`src/rtl/counter_pkg.sv`:
```
// rtl/counter_pkg.sv - shared constants for the BCD time-counter stages
//
// Purpose: terminal counts and digit width shared by the seconds, minutes
// and hours digit stages.
// Ports: none (package).

package counter_pkg;

  // Terminal counts of the tens digits (digit runs 0..MAX).
  localparam int SEC_TENS_MAX = 5;
  localparam int MIN_TENS_MAX = 5;
  localparam int HR_TENS_MAX  = 2;

  // Width of one BCD digit.
  localparam int BCD_W = 4;

endpackage

```
`src/rtl/tens_counter6_rise_detect.sv`:
```
// rtl/tens_counter6_rise_detect.sv - rising-edge detector with optional 2-flop synchronizer
//
// Purpose: turns a carry level of any width into a single-cycle increment
// request. Reused by the minutes and hours stages.
// Build option: define TENS_CARRY_SYNC_EN to pass din through a 2-flop
// synchronizer before edge detection (adds 2 cycles of latency).
// Ports:
//   clk  in   clock
//   rst  in   asynchronous, active-high reset
//   din  in   carry level from the upstream stage
//   inc  out  combinational one-cycle pulse on a rising edge of the
//             (optionally synchronized) carry

module rise_detect (
  input  logic clk,
  input  logic rst,
  input  logic din,
  output logic inc
);

  logic carry_s;
  logic carry_q;

`ifdef TENS_CARRY_SYNC_EN
  logic sync1;
  logic sync2;

  always_ff @(posedge clk or posedge rst) begin
    if (rst) begin
      sync1 <= 1'b0;
      sync2 <= 1'b0;
    end else begin
      sync1 <= din;
      sync2 <= sync1;
    end
  end

  assign carry_s = sync2;
`else
  // Caller guarantees din is already synchronous to clk.
  assign carry_s = din;
`endif

  // carry_q clears on reset so a carry still high at release counts once.
  always_ff @(posedge clk or posedge rst) begin
    if (rst) begin
      carry_q <= 1'b0;
    end else begin
      carry_q <= carry_s;
    end
  end

  assign inc = carry_s & ~carry_q;

endmodule

```
`src/rtl/tens_counter6.sv`:
```
// rtl/tens_counter6.sv - tens digit of the seconds counter (BCD, 0..MAX)
//
// Purpose: counts rising edges of the units-stage carry modulo MAX+1, with
// synchronous clear, hold and preset-load, and emits a one-cycle wrap pulse
// to the minutes stage.
// Build option: TENS_CARRY_SYNC_EN (forwarded to rise_detect) synchronizes
// carry_in before edge detection.
// Ports:
//   clk       in   clock, rising edge
//   rst       in   asynchronous, active-high reset
//   carry_in  in   units-stage overflow level (counted once per rising edge)
//   clr       in   synchronous clear to 0
//   hold      in   freeze counting; edges seen while high are dropped
//   load      in   synchronous preset strobe
//   load_val  in   preset value, accepted only if <= MAX
//   tens      out  current digit, registered
//   wrap      out  one-cycle pulse, registered, on MAX->0 increment
//   at_max    out  combinational, tens == MAX
//   load_err  out  one-cycle pulse, registered, on a rejected load

module tens_counter6
  import counter_pkg::*;
#(
  parameter int MAX = SEC_TENS_MAX,
  parameter int DW  = BCD_W
) (
  input  logic          clk,
  input  logic          rst,
  input  logic          carry_in,
  input  logic          clr,
  input  logic          hold,
  input  logic          load,
  input  logic [DW-1:0] load_val,
  output logic [DW-1:0] tens,
  output logic          wrap,
  output logic          load_err,
  output logic          at_max
);

  localparam logic [DW-1:0] MAX_V = DW'(MAX);
  localparam logic [DW-1:0] ONE_V = DW'(1);

  logic inc;

  rise_detect u_rise_detect (
    .clk (clk),
    .rst (rst),
    .din (carry_in),
    .inc (inc)
  );

  // Priority: clr > load > inc. The edge detector keeps tracking carry_in
  // regardless, so an edge swallowed by clr/load/hold is lost, not deferred.
  always_ff @(posedge clk or posedge rst) begin
    if (rst) begin
      tens     <= '0;
      wrap     <= 1'b0;
      load_err <= 1'b0;
    end else begin
      wrap     <= 1'b0;
      load_err <= 1'b0;
      if (clr) begin
        tens <= '0;
      end else if (load) begin
        if (load_val <= MAX_V) begin
          tens <= load_val;
        end else begin
          load_err <= 1'b1;
        end
      end else if (inc && !hold) begin
        if (tens == MAX_V) begin
          tens <= '0;
          wrap <= 1'b1;
        end else begin
          tens <= tens + ONE_V;
        end
      end
    end
  end

  assign at_max = (tens == MAX_V);

endmodule
```
`config.mk`:
```
export PLATFORM = sky130hd
export DESIGN_NAME = tens_counter6
export DESIGN_NICKNAME = d
export VERILOG_FILES = /design/src/rtl/counter_pkg.sv /design/src/rtl/tens_counter6_rise_detect.sv /design/src/rtl/tens_counter6.sv
export SDC_FILE = /design/constraint.sdc
export NUM_CORES = 1
export LEC_CHECK = 0
export ABC_CLOCK_PERIOD_IN_PS = 1200
export CAP_MARGIN = 0
export CORE_AREA = 2 2 39 41
export CTS_CLUSTER_SIZE = 14
export DETAILED_ROUTE_END_ITERATION = 8
export DIE_AREA = 0 0 41 43
export RECOVER_POWER = 100
export SYNTH_ARGS = -nofsm -noshare
export SYNTH_HDL_FRONTEND = slang
export SYNTH_SLANG_ARGS = --single-unit
```
`constraint.sdc`:
```
create_clock -name clk -period 1.2 [get_ports clk]
set_input_delay 0.24 -clock clk [delete_from_list [all_inputs] [get_ports clk]]
set_output_delay 0.24 -clock clk [all_outputs]
set_load 0.02 [all_outputs]
```
==> impl_metrics.yaml <==
status:
  status: "finished with violations"
  violations: "setup timing"
detailed_routing:
  drt-initial-drc-count: 5
  drcViolationCount: 0
  drt_pass1_iterations: 4
  vias: 409
  ant_nets: 0
  routedWlPerCell_um: 11.9
  wirelength_um: 1030
  vias_per_cell: 4.76
die:
  die_x_um: 41
  start_util: 0.275
  pin_count: 17
  num_rows: 14
  fp.dieH_um: 43
  core_area_um2: 1380
  die-area_um2: 1760
global_routing:
  grt_max_degree: 8
  grt_pass1_vias: 384
  grt_use_total: 0.144
  antenna_found_initial: 0
  grt_first_pass_wirelength_um: 1660
  grt_overflow: 0
min_path:
  hp-start: "carry_in"
  min_path_type: "in2reg"
  holdPathEnd: "u_rise_detect.carry_q"
  holdPathStages: 1
timing:
  tightest_slew_ps: 260
  grt_setup_unrepaired: "true"
  setup_slack_ps: -184
  hold_viol: 0
  fin_worst_skew_ps: 3.81
  timing.hold.ws_ps: 233
  slew_violations: 0
  tns_ps: -598
  finalSetupViolCount: 6
  period_needed_ps: 1380
  post-route-period-util: 1.15
  fmax_mhz: 723
  maxSlewHeadroom: 0.825
layout:
  fill_cells: 139
  final_common_cell: "buf_4"
  regArea_um2: 180
  nNetsFinal: 81
  layout_common_cells: "8 x buf_4, 7 x buf_6, 6 x dlygate4sd2_1"
  antenna_cells: 0
  area_growth_pct: 92.1
  drive_gt1_frac: 0.500
  multi_input_area_um2: 246
clock_tree:
  cts_tree: "built"
  cts.sinks: 7
  cts_hold_buf: 0
  clk_pin_slew_ps: 50
  root_buffer: "clkbuf_4"
  htreeDepth: 1
  clock_latency_ps: 250
  clock_path_buffers: 2
  cts_made_buffers: 3
setup_path:
  r2r-start: "tens[1]"
  crit_required_ps: 960
  critPathArrivalTime_ps: 1140
  reg2reg_to: "tens[2]"
  rrSetupSlack_ps: -70
  end_kind: "output port"
  worst-path-max-fanout: 2
  reg2reg_depth: 5
  worstSetupPathType: "reg2out"
  critPathLaunchType: "flop"
synthesis:
  synth-simple-area-share: 0.260
  synthCells: 39
  synth_adder_area_share: 0
  yosys.area.top_type_share: 0.461
  synth_seq_cells: 7
  synth_area_per_cell_um2: 9.75
  synth.area.mux_share: 0
  synth_area_leaders: "dfrtp_1 46%, nand2_1 4.9%, nor3b_4 4.9%, o41ai_1 4.6%, a21oi_1 3.9%"
  synth_compound_area_frac: 0.227
  synth_area_um2: 380
  synth_top_area_cell: "dfrtp_1"
  yosysSeqAreaShare: 0.461
  syn-num-nets: 49
  synth-xor-area-share: 0.0230
  yosys_warnings: 0
  synth_top_family_by_area: "simple AND/OR/NAND/NOR gates"
  synthDistinctLibCells: 20
flow_run:
  drv_cap: 0
placed_design:
  gp_congestion: 0.783
  dpl_worst_slack_ps: -396
  port-buffer-count: 16
  dp_hpwl_um: 818
power:
  irDropWorstVdd_mv: 0.564
  p_leak_uw: 0.000318
  p_per_area_nw_per_um2: 943
  power_uw: 689
==> registers in the layout, indices dropped and copies added (netlist names) <==
| name | cells |
|---|---|
| wrap | 1 |
| tens | 4 |
| load_err | 1 |
| u_rise_detect.carry_q | 1 |
==> area by class of cell <==
type                    count  share of cell area
clock buffers               4              0.0360
inverters                   3              0.0154
multi-input cells          29               0.337
flip-flops and latches      7               0.247
well taps                  16              0.0274
repair buffers             27               0.337
==> report_power, final <==
| part | internal, uW | switching (uW) |
|---|---|---|
| clock | 127 | 83.1 |
| sequential | 253 | 11.3 |
| combinational | 112 | 103 |
| total | 492 | 198 |
==> cell families (layout without fill, tap and decap cells) <==
kind of cell	count (synthesis)	in the layout
flip-flops	7	7
XOR/XNOR	1	1
AND/OR/NAND/NOR	16	16
AO/OA/AOI/OAI	12	12
buffers and inverters	3	34
==> through the flow <==
| stage | util | std cells | area (um^2) |
|---|---|---|---|
| final | 0.528 | 86 | 731 |
| after global routing | 0.528 | 86 | 731 |
| after CTS | 0.512 | 86 | 708 |
| after detailed placement | 0.469 | 81 | 649 |
| after global placement | 0.469 | 81 | 649 |
| after floorplan | - | 39 | 394 |
==> layer usage <==
layer / share of wire / global-route usage / wire length (um)
met1: 0.43 / 0.184 / 441
met2: 0.52 / 0.213 / 530
met3: 0.043 / 0.0628 / 44
met4: 0.0097 / 0.0400 / 10
met5: 0 / 0 / 0
==> worst max-delay path, stage by stage, from the launching register on <==
cell and delay, ps:
dfrtp_2 420, nor4_4 290, buf_4 180
==> how the worst max path moves through the flow <==
stage	startpoint	to	slack, ps	depth (start not counted)
4_1_cts	tens[1]	at_max	-190	2
3_3_place_gp	tens[1]	at_max	-370	2
2_1_floorplan	tens[2]	tens[1]	20	4
5_1_grt	tens[1]	at_max	-230	2
3_5_place_dp	carry_in	tens[1]	-400	4
6_report	tens[1]	at_max	-180	2
==> cells in the mapped netlist, drive strengths merged <==
master	number
o41ai	2
o22ai	1
nor2	3
nand2b	2
dfrtp	7
inv	3
or2	1
nand4	1
nor2b	2
o21ai	2
a21oi	3
nor4	1
a311oi	1
a22oi	1
xor2	1
nand2	5
o21a	1
nor3b	1
o31ai	1
==> timing repair <==
action                     in CTS  in global routing
pin swaps                       6                  4
setup endpoints to repair      11                  8
resized for setup              41                  8
setup buffers                   1                  1
(Power assumes the default switching activity.)
